## src/rtl/gpio_lsb_merge_pkg.sv

```systemverilog
// Shared constants, register field positions and types for the gpio LSB merge block.
package gpio_lsb_merge_pkg;

  localparam logic [6:0] FR_RX_GPIO_MERGE = 7'd49;

  localparam int CH0_EN_BIT = 0;
  localparam int CH1_EN_BIT = 1;
  localparam int IONLY_BIT  = 2;
  localparam int DELAY_LSB  = 8;

  localparam int NUM_LANES  = 4;
  localparam int SAMPLE_W   = 16;

  typedef enum logic [1:0] {
    ST_IDLE  = 2'd0,
    ST_PRIME = 2'd1,
    ST_RUN   = 2'd2
  } state_t;

  // Lane order everywhere is {ch1_q, ch1_i, ch0_q, ch0_i}.
  function automatic logic [SAMPLE_W-1:0] merge_lsb(input logic [SAMPLE_W-1:0] s,
                                                   input logic en,
                                                   input logic run,
                                                   input logic b);
    if (!en) return s;
    return {s[SAMPLE_W-1:1], run & b};
  endfunction

endpackage

```

## src/rtl/gpio_lsb_merge_delay.sv

```systemverilog
// Circular buffer of gpio bit groups; reads sit 'offset' entries behind the newest write.
module gpio_bit_delay_line #(
  parameter int LOG_DEPTH = 4,
  parameter int W         = 4
) (
  input  logic                 clock,
  input  logic                 reset,
  input  logic                 clr_i,
  input  logic                 wr_en_i,
  input  logic [W-1:0]         wr_data_i,
  input  logic [LOG_DEPTH-1:0] offset_i,
  output logic [W-1:0]         rd_data_o
);

  localparam int DEPTH = 1 << LOG_DEPTH;

  logic [W-1:0]         mem_q [DEPTH];
  logic [LOG_DEPTH-1:0] wr_ptr_q;
  logic [LOG_DEPTH-1:0] rd_addr;

  // Uses the pre-write pointer, so a same-cycle write is never seen by the read.
  assign rd_addr   = wr_ptr_q - LOG_DEPTH'(1) - offset_i;
  assign rd_data_o = mem_q[rd_addr];

  always_ff @(posedge clock) begin
    if (reset || clr_i) wr_ptr_q <= '0;
    else if (wr_en_i)   wr_ptr_q <= wr_ptr_q + LOG_DEPTH'(1);
  end

  always_ff @(posedge clock) begin
    if (wr_en_i) mem_q[wr_ptr_q] <= wr_data_i;
  end

endmodule

```

## src/rtl/gpio_lsb_merge_setting_reg.sv

```systemverilog
// Setting-bus register: captures the low WIDTH bits of the bus data on a write to ADDR.
module setting_reg #(
  parameter logic [6:0] ADDR  = 7'd0,
  parameter int         WIDTH = 32
) (
  input  logic             clock,
  input  logic             reset,
  input  logic             strobe_i,
  input  logic [6:0]       addr_i,
  input  logic [31:0]      data_i,
  output logic [WIDTH-1:0] data_o
);

  logic [WIDTH-1:0] data_q;
  logic             unused_hi;

  assign unused_hi = ^data_i[31:WIDTH];
  assign data_o    = data_q;

  always_ff @(posedge clock) begin
    if (reset)                          data_q <= '0;
    else if (strobe_i && addr_i == ADDR) data_q <= data_i[WIDTH-1:0];
  end

endmodule

```

## src/rtl/gpio_lsb_merge.sv

```systemverilog
// Replaces DDC sample LSBs with delayed gpio bits; FSM gates merging until the line is primed.
module gpio_lsb_merge
  import gpio_lsb_merge_pkg::*;
#(
  parameter logic [6:0] SR_ADDR   = FR_RX_GPIO_MERGE,
  parameter int         LOG_DEPTH = 4
) (
  input  logic          clock,
  input  logic          reset,
  input  logic          enable,
  input  logic [6:0]    serial_addr,
  input  logic [31:0]   serial_data,
  input  logic          serial_strobe,
  input  logic          dig_strobe,
  input  logic          rx_dig0_i,
  input  logic          rx_dig0_q,
  input  logic          rx_dig1_i,
  input  logic          rx_dig1_q,
  input  logic          rx_strobe,
  input  logic [15:0]   ch0_i,
  input  logic [15:0]   ch0_q,
  input  logic [15:0]   ch1_i,
  input  logic [15:0]   ch1_q,
  output logic          out_strobe,
  output logic [15:0]   out0_i,
  output logic [15:0]   out0_q,
  output logic [15:0]   out1_i,
  output logic [15:0]   out1_q,
  output logic          misalign
);

  localparam int SRW = DELAY_LSB + LOG_DEPTH;

  logic [SRW-1:0]       sr_q;
  logic                 unused_sr;
  logic                 sr_wr;
  logic [LOG_DEPTH-1:0] delay;
  logic [LOG_DEPTH:0]   target;

  setting_reg #(.ADDR(SR_ADDR), .WIDTH(SRW)) u_sr (
    .clock    (clock),
    .reset    (reset),
    .strobe_i (serial_strobe),
    .addr_i   (serial_addr),
    .data_i   (serial_data),
    .data_o   (sr_q)
  );

  assign unused_sr = ^sr_q[DELAY_LSB-1:IONLY_BIT+1];
  assign sr_wr     = serial_strobe && (serial_addr == SR_ADDR);
  assign delay     = sr_q[DELAY_LSB +: LOG_DEPTH];
  assign target    = {1'b0, delay} + (LOG_DEPTH+1)'(1);

  state_t             state_q, state_d;
  logic [LOG_DEPTH:0] fill_q, fill_d;
  logic               dig_valid_q;
  logic               active, run;
  logic [NUM_LANES-1:0] rd_bits;

  assign active = (state_q != ST_IDLE);
  assign run    = (state_q == ST_RUN);

  always_ff @(posedge clock) begin
    if (reset) dig_valid_q <= 1'b0;
    else       dig_valid_q <= dig_strobe;
  end

  gpio_bit_delay_line #(.LOG_DEPTH(LOG_DEPTH), .W(NUM_LANES)) u_line (
    .clock     (clock),
    .reset     (reset),
    .clr_i     (!active),
    .wr_en_i   (dig_valid_q && active),
    .wr_data_i ({rx_dig1_q, rx_dig1_i, rx_dig0_q, rx_dig0_i}),
    .offset_i  (delay),
    .rd_data_o (rd_bits)
  );

  always_ff @(posedge clock) begin
    if (reset) begin
      state_q <= ST_IDLE;
      fill_q  <= '0;
    end else begin
      state_q <= state_d;
      fill_q  <= fill_d;
    end
  end

  always_comb begin
    state_d = state_q;
    fill_d  = fill_q;
    case (state_q)
      ST_IDLE: begin
        fill_d = '0;
        if (enable) state_d = ST_PRIME;
      end
      ST_PRIME: begin
        if (dig_valid_q && fill_q != target) fill_d = fill_q + (LOG_DEPTH+1)'(1);
        if (fill_d == target) state_d = ST_RUN;
      end
      ST_RUN:  ;
      default: state_d = ST_IDLE;
    endcase
    // Register writes restart priming without losing the buffered bits.
    if (sr_wr) begin
      state_d = ST_PRIME;
      fill_d  = '0;
    end
    if (!enable) begin
      state_d = ST_IDLE;
      fill_d  = '0;
    end
  end

  // dig_pend/rx_pend: that event has occurred since the last one of the other kind.
  logic dig_pend_q, rx_pend_q, misalign_q;
  logic err;

  assign err = (dig_valid_q && !rx_strobe && dig_pend_q) ||
               (rx_strobe && !dig_valid_q && rx_pend_q);

  always_ff @(posedge clock) begin
    if (reset) begin
      misalign_q <= 1'b0;
      dig_pend_q <= 1'b0;
      rx_pend_q  <= 1'b0;
    end else if (sr_wr) begin
      misalign_q <= 1'b0;
      dig_pend_q <= 1'b0;
      rx_pend_q  <= 1'b0;
    end else if (!active) begin
      dig_pend_q <= 1'b0;
      rx_pend_q  <= 1'b0;
    end else begin
      if (run && err) misalign_q <= 1'b1;
      if (dig_valid_q || rx_strobe) begin
        dig_pend_q <= dig_valid_q && !rx_strobe;
        rx_pend_q  <= rx_strobe && !dig_valid_q;
      end
    end
  end

  logic [NUM_LANES-1:0][SAMPLE_W-1:0] ch_in, merged_d, out_q;
  logic [NUM_LANES-1:0]               lane_en;
  logic                               out_strobe_q;

  assign ch_in   = {ch1_q, ch1_i, ch0_q, ch0_i};
  assign lane_en = {NUM_LANES{active}} &
                   {sr_q[CH1_EN_BIT] & ~sr_q[IONLY_BIT], sr_q[CH1_EN_BIT],
                    sr_q[CH0_EN_BIT] & ~sr_q[IONLY_BIT], sr_q[CH0_EN_BIT]};

  for (genvar l = 0; l < NUM_LANES; l++) begin : g_lane
    assign merged_d[l] = merge_lsb(ch_in[l], lane_en[l], run, rd_bits[l]);
  end

  always_ff @(posedge clock) begin
    if (reset) begin
      out_strobe_q <= 1'b0;
      out_q        <= '0;
    end else begin
      out_strobe_q <= rx_strobe && enable;
      if (rx_strobe) out_q <= merged_d;
    end
  end

  assign out_strobe = out_strobe_q;
  assign out0_i     = out_q[0];
  assign out0_q     = out_q[1];
  assign out1_i     = out_q[2];
  assign out1_q     = out_q[3];
  assign misalign   = misalign_q;

endmodule

```

## config.mk

```make
export PLATFORM = sky130hd
export DESIGN_NAME = gpio_lsb_merge
export DESIGN_NICKNAME = d
export VERILOG_FILES = /design/src/rtl/gpio_lsb_merge_pkg.sv /design/src/rtl/gpio_lsb_merge_delay.sv /design/src/rtl/gpio_lsb_merge_setting_reg.sv /design/src/rtl/gpio_lsb_merge.sv
export SDC_FILE = /design/constraint.sdc
export NUM_CORES = 1
export LEC_CHECK = 0
export BUFFER_PORTS_ARGS = -buffer_cell sky130_fd_sc_hd__buf_2
export CELL_PAD_IN_SITES_DETAIL_PLACEMENT = 1
export CELL_PAD_IN_SITES_GLOBAL_PLACEMENT = 1
export CORE_ASPECT_RATIO = 1.1
export CORE_MARGIN = 5
export CORE_UTILIZATION = 43
export CTS_BUF_LIST = sky130_fd_sc_hd__clkbuf_8
export CTS_CLUSTER_SIZE = 20
export DETAILED_ROUTE_END_ITERATION = 7
export GPL_ROUTABILITY_DRIVEN = 1
export GPL_TIMING_DRIVEN = 0
export PLACE_DENSITY = 0.88
export SYNTH_ARGS = -nofsm -noshare
export SYNTH_HDL_FRONTEND = slang
export SYNTH_HIERARCHICAL = 1
export SYNTH_SLANG_ARGS = --single-unit
```

## constraint.sdc

```tcl
create_clock -name clock -period 3.2 [get_ports clock]
set_clock_uncertainty 0.05 [all_clocks]
set_input_delay 0.16 -clock clock [delete_from_list [all_inputs] [get_ports clock]]
set_output_delay 0.16 -clock clock [all_outputs]
set_load 0.05 [all_outputs]
```

### After elaboration in Yosys (flattened, before gate mapping)

Memories as Yosys holds them, arrays and structs flattened.
Index checks and enable logic that the tools add are counted.

| word-level totals | value |
|---|---|
| bits in registers | 92 |
| RAM bits | 64 |
| output and inout bits | 66 |
| memories | 1 |

Memories:

| name | depth | width | rd ports | clocked after memory_dff | write ports | line | source |
|---|---|---|---|---|---|---|---|
| u_line.mem_q | 16 | 4 | 1 | 0 | 1 | gpio_lsb_merge_delay.sv:17 | `logic [W-1:0] mem_q [DEPTH];` |

| cells by class | value |
|---|---|
| $add $sub $neg | 5 |
| eq/ne operators | 8 |
| multiplexer cells | 12 |
| bitwise gates (word level) | 11 |
| reduce and logical (&&, ||, !) cells | 25 |

Operators with widths:

| operator | number |
|---|---|
| $mux 5 | 2 |
| $pmux 5 s2 | 1 |
| $logic_and 1x1->1 | 9 |
| $eq 7x6->1 const B | 1 |
| $mux 1 | 7 |
| $and 1x1->1 | 6 |
| $pmux 2 s3 | 1 |
| $reduce_and 2->1 | 3 |
| $reduce_or 3->1 | 2 |
| $add 4x1->5 const B | 1 |
| $add 5x1->5 const B | 1 |
| $eq 5x5->1 | 1 |
| $ne 5x5->1 | 1 |
| $add 4x1->4 const B | 1 |
| $and 4x4->4 | 1 |
| $ne 2x2->1 const B | 2 |
| $not 1->1 | 4 |
| $reduce_bool 2->1 | 2 |
| $reduce_or 2->1 | 2 |
| $sub 4x1->4 const B | 1 |
| $sub 4x4->4 | 1 |
| $logic_not 1->1 | 3 |
| $logic_or 1x1->1 | 3 |
| $ne 3x3->1 const B | 1 |
| 4 further kinds | 4 |

### Depth between registers and ports, before layout

Gate-level depths: netlist of run 1.

| depth | value |
|---|---|
| depth in word-level cells | 9 |
| depth in mapped cells | 13 |
| depth with buffers taken out | 11 |

### Hierarchy

Netlist of run 1, hierarchy kept.

Modules (own cells, without submodules):

| module | times used | cells each | area each (sq um) | seq. area each (sq um) |
|---|---|---|---|---|
| gpio_lsb_merge | 1 | 328 | 3114.2 | 1521.5 |
| gpio_bit_delay_line | 1 | 152 | 2956.6 | 2001.9 |
| setting_reg | 1 | 54 | 588.1 | 240.2 |

### Worst setup path before layout of run 1

No wires, ideal clock.

| path | value |
|---|---|
| path type | reg2reg |
| from | register u_line.wr_ptr_q[0] |
| to | register out_q, in the netlist out0_i[0] |
| library setup time | 0.138 ns |
| arrival time | 2.538 ns |
| required time | 3.012 ns |
| setup slack | 0.474 ns |
| cell stages (with the launch flop) | 13 |
| path buffers | 2 |
| period minus slack after synthesis | 2.726 ns |
| path through | dfxtp_1 > ha_1 > inv_1 > fa_1 > clkbuf_1 > buf_2 > mux4_2 > mux2i_1 > mux2i_1 > and3_1 > a21oi_1 > a2bb2oi_1 > a211oi_1 |

| on the way | value |
|---|---|
| cells in the longest elaborated chain, start to end | 5 |

Ends and longest elaborated chain:

| element | line | source |
|---|---|---|
| start: declaration | gpio_lsb_merge_delay.sv:18 | `logic [LOG_DEPTH-1:0] wr_ptr_q;` |
| start signal: assignment | gpio_lsb_merge_delay.sv:27 | `else if (wr_en_i) wr_ptr_q <= wr_ptr_q + LOG_DEPTH'(1);` |
| $sub 4x1->4 | gpio_lsb_merge_delay.sv:22 | `assign rd_addr = wr_ptr_q - LOG_DEPTH'(1) - offset_i;` |
| $sub 4x4->4 | gpio_lsb_merge_delay.sv:22 |  |
| $mem_v2 16x4 | - |  |
| named net rd_bits[0] | gpio_lsb_merge.sv:58 | `logic [NUM_LANES-1:0] rd_bits;` |
| $and 1x1->1 | gpio_lsb_merge_pkg.sv:26 | `return {s[SAMPLE_W-1:1], run & b};` |
| $mux 1 | gpio_lsb_merge_pkg.sv:26 |  |
| end signal: assignment | gpio_lsb_merge.sv:161 | `if (rx_strobe) out_q <= merged_d;` |
| end: declaration | gpio_lsb_merge.sv:142 | `logic [NUM_LANES-1:0][SAMPLE_W-1:0] ch_in, merged_d, out_q;` |

The timed path passes the listed nets, and every way through them passes these cells.
A chain may end at the register's enable or synchronous reset.

### Worst setup path after layout of run 1

Ends and elaborated chain as after synthesis.

==> impl_metrics.toml, run 1 <==
[finish]
most_frequent_cells_in_the_layout = "buf_2 (152), dfxtp_1 (85), mux2i_1 (79)"
post_route_cells_drive_above_1_share_pct = 26.2
mostFrequentLayoutCell = "buf_2"
final_core_util_pct = 57.4
finalNetCount = 878
area_growth_syn_to_layout_pct = 32.6
n_fill_cell = 1558
layoutNonFillerInstCount = 967

[critical_path]
worst_ep_required_time_ns = 3.46
cp_buf_inv_count = 2
crit_path_start_kind = "flop"
critPathMaxFanout = 10
worst-endpoint-arrival_ns = 3.39
critPathTopFamily = "adder cells"
standard_cell_with_the_maximum_stage_delay_on_the_critical_path = "fa_2"
setup.worst_path.end_class = "flop"
crit_path_max_incr_delay_ns = 0.55
timing.critical_path.cells = "ha_2 > inv_1 > fa_2 > buf_4 > mux4_2 > mux2i_2 > mux2i_1 > and3_1 > a21oi_1 > a2bb2oi_1 > a211oi_1"
critical_path_class = "reg2reg"

[place]
gp_congestion = 0.832
port_buffers = 152
dp.final_hpwl_mm = 13.7
place.detailed.instances = 862

[timing]
period_needed_ns = 3.13
finalHoldViolCount = 0
maxSlewViolCount = 0
worst_hold_margin_ns = 0.0472
rsz0062_at_grt = "false"
maxSlewHeadroom_pct = 22.3
clock.fmax_ghz = 0.320
finalSetupTns_ns = 0
setup_viol = 0
transition_at_the_pin_with_the_smallest_max_transition_slack_ns = 1.15
post-route-period-util_pct = 97.7

[detailed_routing]
ant_nets = 0
detail_route.first_pass.iterations = 5
avgRoutedWirePerCell_um = 24.0
wirelength_mm = 23.2
via_count = 5294
post-route-drc-count = 0
drt_iter0_markers = 330
vias_per_cell = 5.47

[grt]
grt_pass1_wl_mm = 34.4
first_global_vias = 5883
grt_start_max_net_pins = 17
antenna_found_initial = 4
grt_remaining_overflow = 0
groute.usage.overall_pct = 25.8

[die]
die_w_um = 127
coreArea_mm2 = 0.0149
floorplan.die_area_mm2 = 0.0175
fp-row-count = 47
floorplan.initialDensity_pct = 43.3
pin_count = 179
chipHeight_um = 138

[synthesis]
syn-mean-instance-area_um2 = 12.5
syn_area_mm2 = 0.00645
yosys_warnings = 6
syn-instance-count = 514
synthesis.nets = 637

[cts]
clockRootBuffer = "clkbuf_8"
clock_sink_count = 151
cts_max_level = 4
cts_max_path_buffers = 2
cts_inserted_buffers = 17
worst_skew_pair.late_latency_ns = 0.46
clock_tree_from_tritoncts = "yes"
cts.reportedPaths.clkPinSlew_ns = 0.09

[min_path]
hp-class = "in2reg"

[run]
maxCapViolCount = 0

[power_and_ir_drop]
peakVddDrop_uv = 278
p_per_area_mw_per_mm2 = 482
power.leakage_nw = 3.60
p_total_mw = 4.12

[status]
outcome = "complete, no violations"
[power breakdown]
part / total (mW) / internal (mW) / switching (mW) / leakage (nW)
registers: 2.09 / 2.06 / 0.0382 / 1.29
clock network: 1.46 / 0.683 / 0.773 / 0.202
logic: 0.570 / 0.201 / 0.369 / 2.11
[repair_timing]
item                                    4_1_cts  5_1_grt
endpoints found under the setup margin        3        2
gates resized for setup                       2        5
hold buffers                                 70        0
setup buffers                                 0        1
endpoints found under the hold margin        68        0
pin swaps                                     0        1
[layer usage]
layer	wire (µm)	share of wire, %	up-vias	track usage, %
li1	-	-	2335	-
met3	835	3.6	100	4.63
met2	12700	55	208	48.6
met1	8190	35	2649	26.0
met4	1440	6.2	2	15.0
met5	7	0.030	-	0
[path summary, 6_finish.rpt]
check	start	to	slack, ns	cells past startpoint
setup reg to reg	u_line/wr_ptr_q[0]	out0_i[0]	0.07	11
setup / recovery	u_line/wr_ptr_q[0]	out0_i[0]	0.07	11
hold / removal	rx_dig0_i	u_line/mem_q[12][0]	0.05	1
hold reg to reg	out0_i[10]	out0_i[10]	0.45	2
[per-stage QoR]
step / worst slack, ns / instance area (µm²)
final: 0.0734 / 8550
after global routing: 0.00686 / 8550
after CTS: 0.0727 / 8530
after detailed placement: -0.184 / 7450
after global placement: 0.0416 / 7450
after floorplan: 0.474 / 6450
[state kept, by name, summed over array words and instances, names as in the netlist]
signal and count:
u_line/mem_q 64, out1_q 16, dig_pend_q 1, state_q 2, out_strobe 1, misalign 1
u_sr/data_o 7, out1_i 16, rx_pend_q 1, fill_q 5, out0_i 16, u_line/wr_ptr_q 4
out0_q 16, dig_valid_q 1
[area by class of cell]
cell class / count / area (µm²) / share of cell area [%]
diodes: 3 / 7.51 / 0.0878
clock inverters: 15 / 139 / 1.62
clock buffers: 17 / 234 / 2.74
well taps: 196 / 245 / 2.87
plain buffers: 26 / 128 / 1.49
inverters: 11 / 41.3 / 0.483
repair buffers: 223 / 1470 / 17.2
multi-input cells: 325 / 2620 / 30.6
flip-flops and latches: 151 / 3670 / 42.9
No activity file was read; power rests on OpenSTA's default activity.
==> inputs of run 2 (changes only) <==
--- a/config.mk
+++ b/config.mk
@@ -10,7 +10,7 @@
 export CELL_PAD_IN_SITES_GLOBAL_PLACEMENT = 1
 export CORE_ASPECT_RATIO = 1.1
 export CORE_MARGIN = 5
-export CORE_UTILIZATION = 43
+export CORE_UTILIZATION = 42
 export CTS_BUF_LIST = sky130_fd_sc_hd__clkbuf_8
 export CTS_CLUSTER_SIZE = 20
 export DETAILED_ROUTE_END_ITERATION = 7
@@ -19,5 +19,4 @@
 export PLACE_DENSITY = 0.88
 export SYNTH_ARGS = -nofsm -noshare
 export SYNTH_HDL_FRONTEND = slang
-export SYNTH_HIERARCHICAL = 1
 export SYNTH_SLANG_ARGS = --single-unit
==> run 2 against run 1 <==
Non-clock buffer count increased by 2. Sequential cell count unchanged. Synthesized cell count shrank 2.7%. Combinational power barely moved. Register-to-register slack better by 0.04 ns. Die area down 0.52%. Core utilization up 0.20 points. Via count is 3.2% lower. Synthesized area shrank 2.9%. Largest cell class unchanged. Largest power group unchanged.
==> impl_metrics.toml, run 2 <==
[place]
dp.final_hpwl_mm = 13.3
place.detailed.instances = 844
gp_congestion = 0.798
postPlaceCellArea_mm2 = 0.00726
port_buffers = 152

[die]
chipHeight_um = 138
die_w_um = 126
coreArea_mm2 = 0.0145
pin_count = 179
floorplan.initialDensity_pct = 43.2
fp-row-count = 46
floorplan.die_area_mm2 = 0.0175

[synthesis]
synth_enable_flop_cells = 64
synth_top_area_cell = "edfxtp_1"
ys_seq_elements = 151
share_of_synthesized_area_occupied_by_flip_flops_and_latches_pct = 58.5
most_instantiated_cells_after_synthesis = "nor2_1 (97), dfxtp_1 (87), mux2i_1 (74), edfxtp_1 (64), mux4_2 (16)"
yosysMostFrequentCell = "nor2_1"
yosys_warnings = 0
syn-mean-instance-area_um2 = 12.5
ys_dominant_reg_cell = "dfxtp_1"
synthDistinctLibCells = 54
synth_area_leaders = "edfxtp_1 (31%), dfxtp_1 (28%), mux2i_1 (12%)"
synthesis.nets = 623
async_reset_ff_share_pct = 0
synth_top_area_share_pct = 30.7
syn-instance-count = 500
syn_area_mm2 = 0.00626

[min_path]
hp-class = "in2reg"

[timing]
finalHoldViolCount = 0
maxSlewViolCount = 0
maxSlewHeadroom_pct = 44.6
setup_viol = 0
worst_hold_margin_ns = 0.0559
clock.fmax_ghz = 0.324
finalSetupTns_ns = 0
rsz0062_at_grt = "false"
post-route-period-util_pct = 96.5
period_needed_ns = 3.09
transition_at_the_pin_with_the_smallest_max_transition_slack_ns = 0.831

[critical_path]
worst-endpoint-arrival_ns = 3.34
critical_path.startpoint = "u_sr.data_o[8]"
setup.reg_to_reg.worst_slack_ns = 0.11
worst_r2r_path_depth = 9
critical_path_class = "reg2reg"
regToRegStartpoint = "u_sr.data_o[8]"
critPathMaxFanout = 10
endpoint_of_the_lowest_slack_register_to_register_path = "out1_q[0]"
crit_end = "out1_q[0]"
worst_ep_required_time_ns = 3.45
setup.worst_path.end_class = "flop"
crit_path_start_kind = "flop"

[detailed_routing]
post-route-drc-count = 0
via_count = 5125
ant_nets = 0
drt_iter0_markers = 326
avgRoutedWirePerCell_um = 23.8
vias_per_cell = 5.39
wirelength_mm = 22.6
detail_route.first_pass.iterations = 4

[grt]
grt_pass1_wl_mm = 34.3
antenna_found_initial = 5
groute.usage.overall_pct = 25.8
grt_remaining_overflow = 0
grt_start_max_net_pins = 17
first_global_vias = 5917

[cts]
cts_post_setup_buffers_inserted = 0
cts_max_level = 4
cts.reportedPaths.clkPinSlew_ns = 0.10
cts_max_path_buffers = 2
clock_tree_from_tritoncts = "yes"
worst_skew_pair.late_latency_ns = 0.46
clock_sink_count = 151
clockRootBuffer = "clkbuf_8"
cts_inserted_buffers = 17

[finish]
mostFrequentLayoutCell = "buf_2"
largest_register_ffs = 64
register_area_mm2 = 0.00366
n_fill_cell = 1528
area_growth_syn_to_layout_pct = 33.6
post_route_cells_drive_above_1_share_pct = 29.2
finalNetCount = 864
regMostFlops = "u_line.mem_q"
finish.instance_area_mm2 = 0.00836
most_frequent_cells_in_the_layout = "buf_2 (161), nor2_1 (97), dfxtp_1 (87)"
layoutNonFillerInstCount = 950
combined_area_of_the_multi_input_logic_cells_mm2 = 0.00244

[run]
maxCapViolCount = 0

[power_and_ir_drop]
power.leakage_nw = 3.56
p_per_area_mw_per_mm2 = 494
peakVddDrop_uv = 284

[status]
outcome = "complete, no violations"
run 2: kinds of logic after synthesis:
logic type / synth area share (%)
buffers and inverters: 2.52
and+or+nand+nor: 11.4
AOI/OAI and AO/OA: 4.46
xor gates and xnor gates: 2.72
DFF: 58.5
muxes: 18.3
adders and majority gates: 2.12
run 2: critical path: stages, from the launching register on:
cell	delay (ns)
dfxtp_1	0.47
inv_1	0.10
ha_1	0.24
fa_2	0.69
buf_2	0.34
mux4_2	0.37
mux2i_1	0.32
nor2_1	0.09
a21oi_1	0.19
o32ai_1	0.09
run 2: worst min-delay path by stage:
| stage | from | to | slack [ns] | cells past startpoint |
|---|---|---|---|---|
| 6_report | rx_dig1_q | u_line.mem_q[14][3] | 0.06 | 1 |
| 5_1_grt | rx_dig0_i | u_line.mem_q[4][0] | 0.04 | 1 |
| 4_1_cts | rx_dig1_q | u_line.mem_q[10][3] | 0.04 | 1 |
| 3_5_place_dp | enable | out_strobe | 0.34 | 2 |
| 3_3_place_gp | dig_strobe | dig_valid_q | 0.33 | 2 |
| 2_1_floorplan | rx_dig0_i | u_line.mem_q[0][0] | 0.21 | 0 |
run 2: metrics by stage:
step	utilization, %	setup slack, ns	total power [mW]
after floorplan	-	0.670	2.43
after global placement	50.1	0.134	2.57
after global routing	57.7	0.0439	4.24
final	57.7	0.112	4.13
after CTS	57.5	0.0690	4.05
after detailed placement	50.1	0.0252	2.60
run 2: area by class of cell:
class                   count  share of cell area, %
flip-flops and latches    151                   43.8
plain buffers              28                   1.53
inverters                   7                  0.314
well taps                 192                   2.87
clock buffers              19                   3.13
clock inverters            12                   1.39
repair buffers            223                   17.6
multi-input cells         313                   29.2
diodes                      5                  0.150
run 2: report_power, final:
group	total [mW]	switching, mW	internal [mW]
Clock	1.47	0.750	0.719
Combinational	0.567	0.365	0.203
Sequential	2.09	0.0364	2.06
run 2: layer usage:
layer / global-route usage (%) / routed length [µm] / vias to the layer above
met5: 0 / 0 / -
met4: 16.9 / 1390 / 0
met3: 5.28 / 1100 / 81
met2: 47.1 / 12300 / 233
met1: 26.1 / 7840 / 2531
li1: - / - / 2280
run 2: what timing repair did:
action	in CTS	in global routing
gates cloned	0	0
hold buffers	71	0
resized for setup	0	1
endpoints found under the hold margin	71	0
pin swaps	0	0
endpoints found under the setup margin	2	3
==> inputs of run 3 (changes only) <==
--- a/config.mk
+++ b/config.mk
@@ -10,13 +10,14 @@
 export CELL_PAD_IN_SITES_GLOBAL_PLACEMENT = 1
 export CORE_ASPECT_RATIO = 1.1
 export CORE_MARGIN = 5
-export CORE_UTILIZATION = 42
+export CORE_UTILIZATION = 30
 export CTS_BUF_LIST = sky130_fd_sc_hd__clkbuf_8
 export CTS_CLUSTER_SIZE = 20
 export DETAILED_ROUTE_END_ITERATION = 7
 export GPL_ROUTABILITY_DRIVEN = 1
 export GPL_TIMING_DRIVEN = 0
-export PLACE_DENSITY = 0.88
+export PLACE_DENSITY = 0.68
+export REMOVE_ABC_BUFFERS = 1
 export SYNTH_ARGS = -nofsm -noshare
 export SYNTH_HDL_FRONTEND = slang
 export SYNTH_SLANG_ARGS = --single-unit
==> run 3 against run 2 <==
Sequential power is essentially flat. Total power increased by 1.1%. Cell count up 3.8%. Non-clock buffer count down 25. Count of clock-buffer cells in the layout shrank 1. Register-to-register slack better by 0.14 ns. Die area increased by 37%. First-iteration DRC count is 52% lower. Global-route usage shrank 11 points. Hold slack about the same. Worst setup slack improved by 0.14 ns. Maximum frequency grew 4.8%. Critical path type unchanged.
==> impl_metrics.toml, run 3 (synthesis gave the netlist of run 2 again) <==
[critical_path]
setup.reg_to_reg.worst_slack_ns = 0.25
worst_r2r_path_depth = 6
critPathMaxFanout = 16
setup.worst_path.end_class = "flop"
endpoint_of_the_lowest_slack_register_to_register_path = "out1_q[0]"
regToRegStartpoint = "u_sr.data_o[8]"
crit_path_start_kind = "flop"
worst-endpoint-arrival_ns = 3.20
critical_path_class = "reg2reg"
worst_ep_required_time_ns = 3.45

[place]
postPlaceCellArea_mm2 = 0.00725
dp.final_hpwl_mm = 11.6
place.detailed.instances = 882
gp_congestion = 0.760
port_buffers = 153

[detailed_routing]
avgRoutedWirePerCell_um = 17.4
wirelength_mm = 17.2
ant_nets = 0
via_count = 4711
post-route-drc-count = 0
detail_route.first_pass.iterations = 4
vias_per_cell = 4.78
drt_iter0_markers = 157

[run]
maxCapViolCount = 0

[grt]
grt_start_max_net_pins = 77
grt_remaining_overflow = 0
antenna_found_initial = 1
groute.usage.overall_pct = 14.7
first_global_vias = 5296
grt_pass1_wl_mm = 27.6

[die]
pin_count = 179
fp-row-count = 55
floorplan.die_area_mm2 = 0.0239
floorplan.initialDensity_pct = 30.4
chipHeight_um = 162
die_w_um = 148
coreArea_mm2 = 0.0206

[cts]
cts.reportedPaths.clkPinSlew_ns = 0.09
cts_post_setup_buffers_inserted = 0
worst_skew_pair.late_latency_ns = 0.45
clock_tree_from_tritoncts = "yes"
cts_max_path_buffers = 2
cts_max_level = 4
clockRootBuffer = "clkbuf_8"
cts_inserted_buffers = 17
clock_sink_count = 151

[finish]
largest_register_ffs = 64
area_growth_syn_to_layout_pct = 34.0
regMostFlops = "u_line.mem_q"
post_route_cells_drive_above_1_share_pct = 29.8
mostFrequentLayoutCell = "buf_2"
layoutNonFillerInstCount = 986
finalNetCount = 839
finish.instance_area_mm2 = 0.00839
most_frequent_cells_in_the_layout = "buf_2 (151), nor2_1 (97), dfxtp_1 (87)"

[min_path]
hold-path-cell-count = 1
worstHoldStart = "rx_dig0_q"
worstHoldEndpoint = "u_line.mem_q[8][1]"
hp-class = "in2reg"

[timing]
rsz0062_at_grt = "false"
setup_viol = 0
maxSlewViolCount = 0
maxSlewHeadroom_pct = 31.8
period_needed_ns = 2.95
worst_hold_margin_ns = 0.0559
post-route-period-util_pct = 92.1
finalSetupTns_ns = 0
clock.fmax_ghz = 0.339
finalHoldViolCount = 0
transition_at_the_pin_with_the_smallest_max_transition_slack_ns = 1.02

[power_and_ir_drop]
p_per_area_mw_per_mm2 = 497
peakVddDrop_uv = 255
power.leakage_nw = 3.52
p_total_mw = 4.17

[status]
outcome = "complete, no violations"
[run 3: cell count changes in the layout (fill, tap and decap cells not counted), sizes merged]
| cell | before | now |
|---|---|---|
| clkbuf | 30 | 18 |
| buf | 169 | 155 |
| bufinv | 2 | 3 |
| diode | 5 | 1 |
| clkinv | 6 | 3 |
| clkinvlp | 0 | 1 |
| inv | 11 | 14 |
[run 3: cell type report]
| type | count | area (µm²) |
|---|---|---|
| timing repair buffer | 226 | 1510 |
| sequential | 151 | 3660 |
| clock buffer | 18 | 248 |
| antenna | 1 | 2.50 |
| clock inverter | 14 | 171 |
| tap | 256 | 320 |
| fill | 2231 | 12200 |
| inverter | 7 | 26.3 |
| multi-input combinational | 313 | 2450 |
[run 3: per-layer routing]
metal / up-vias / global-route usage, % / wire (µm)
met1: 2309 / 15.8 / 6570
met4: 0 / 6.06 / 486
met2: 145 / 27.1 / 9190
met3: 35 / 4.07 / 948
li1: 2222 / - / -
met5: - / 0 / 0
[run 3: where the power goes]
part,internal [mW],switching (mW)
sequential,2.05,0.0323
combinational,0.200,0.324
clock,0.801,0.762
total,3.06,1.12
[run 3: how the worst max path moves through the flow]
stage | from | end | slack, ns | cells after the start
finish | u_sr.data_o[8] | out1_q[0] | 0.25 | 6
global route | u_sr.data_o[8] | out1_q[0] | 0.006 | 6
CTS | u_sr.data_o[8] | out1_q[0] | 0.06 | 7
detailed placement | u_sr.data_o[8] | out1_q[0] | 0.08 | 7
global placement | serial_addr[6] | fill_q[0] | -0.52 | 6
floorplan | u_sr.data_o[8] | out1_q[0] | 0.70 | 7
[run 3: critical path, stage by stage, from the launching register on]
cell	delay, ns
dfxtp_1	0.48
inv_1	0.08
ha_1	0.97
mux4_2	0.63
mux2_1	0.31
a21oi_1	0.17
o32ai_1	0.10
[run 3: repair_timing]
item | CTS | global route
endpoints found under the setup margin | 0 | 2
endpoints found under the hold margin | 71 | 0
hold buffers | 71 | 0
gates resized for setup | 0 | 1
[run 3: through the flow]
stage               setup WS [ns]  util, %
floorplan                   0.696        -
global placement           -0.524     35.1
detailed placement         0.0793     35.2
CTS                        0.0620     40.7
global route              0.00637     40.8
finish                      0.253     40.8
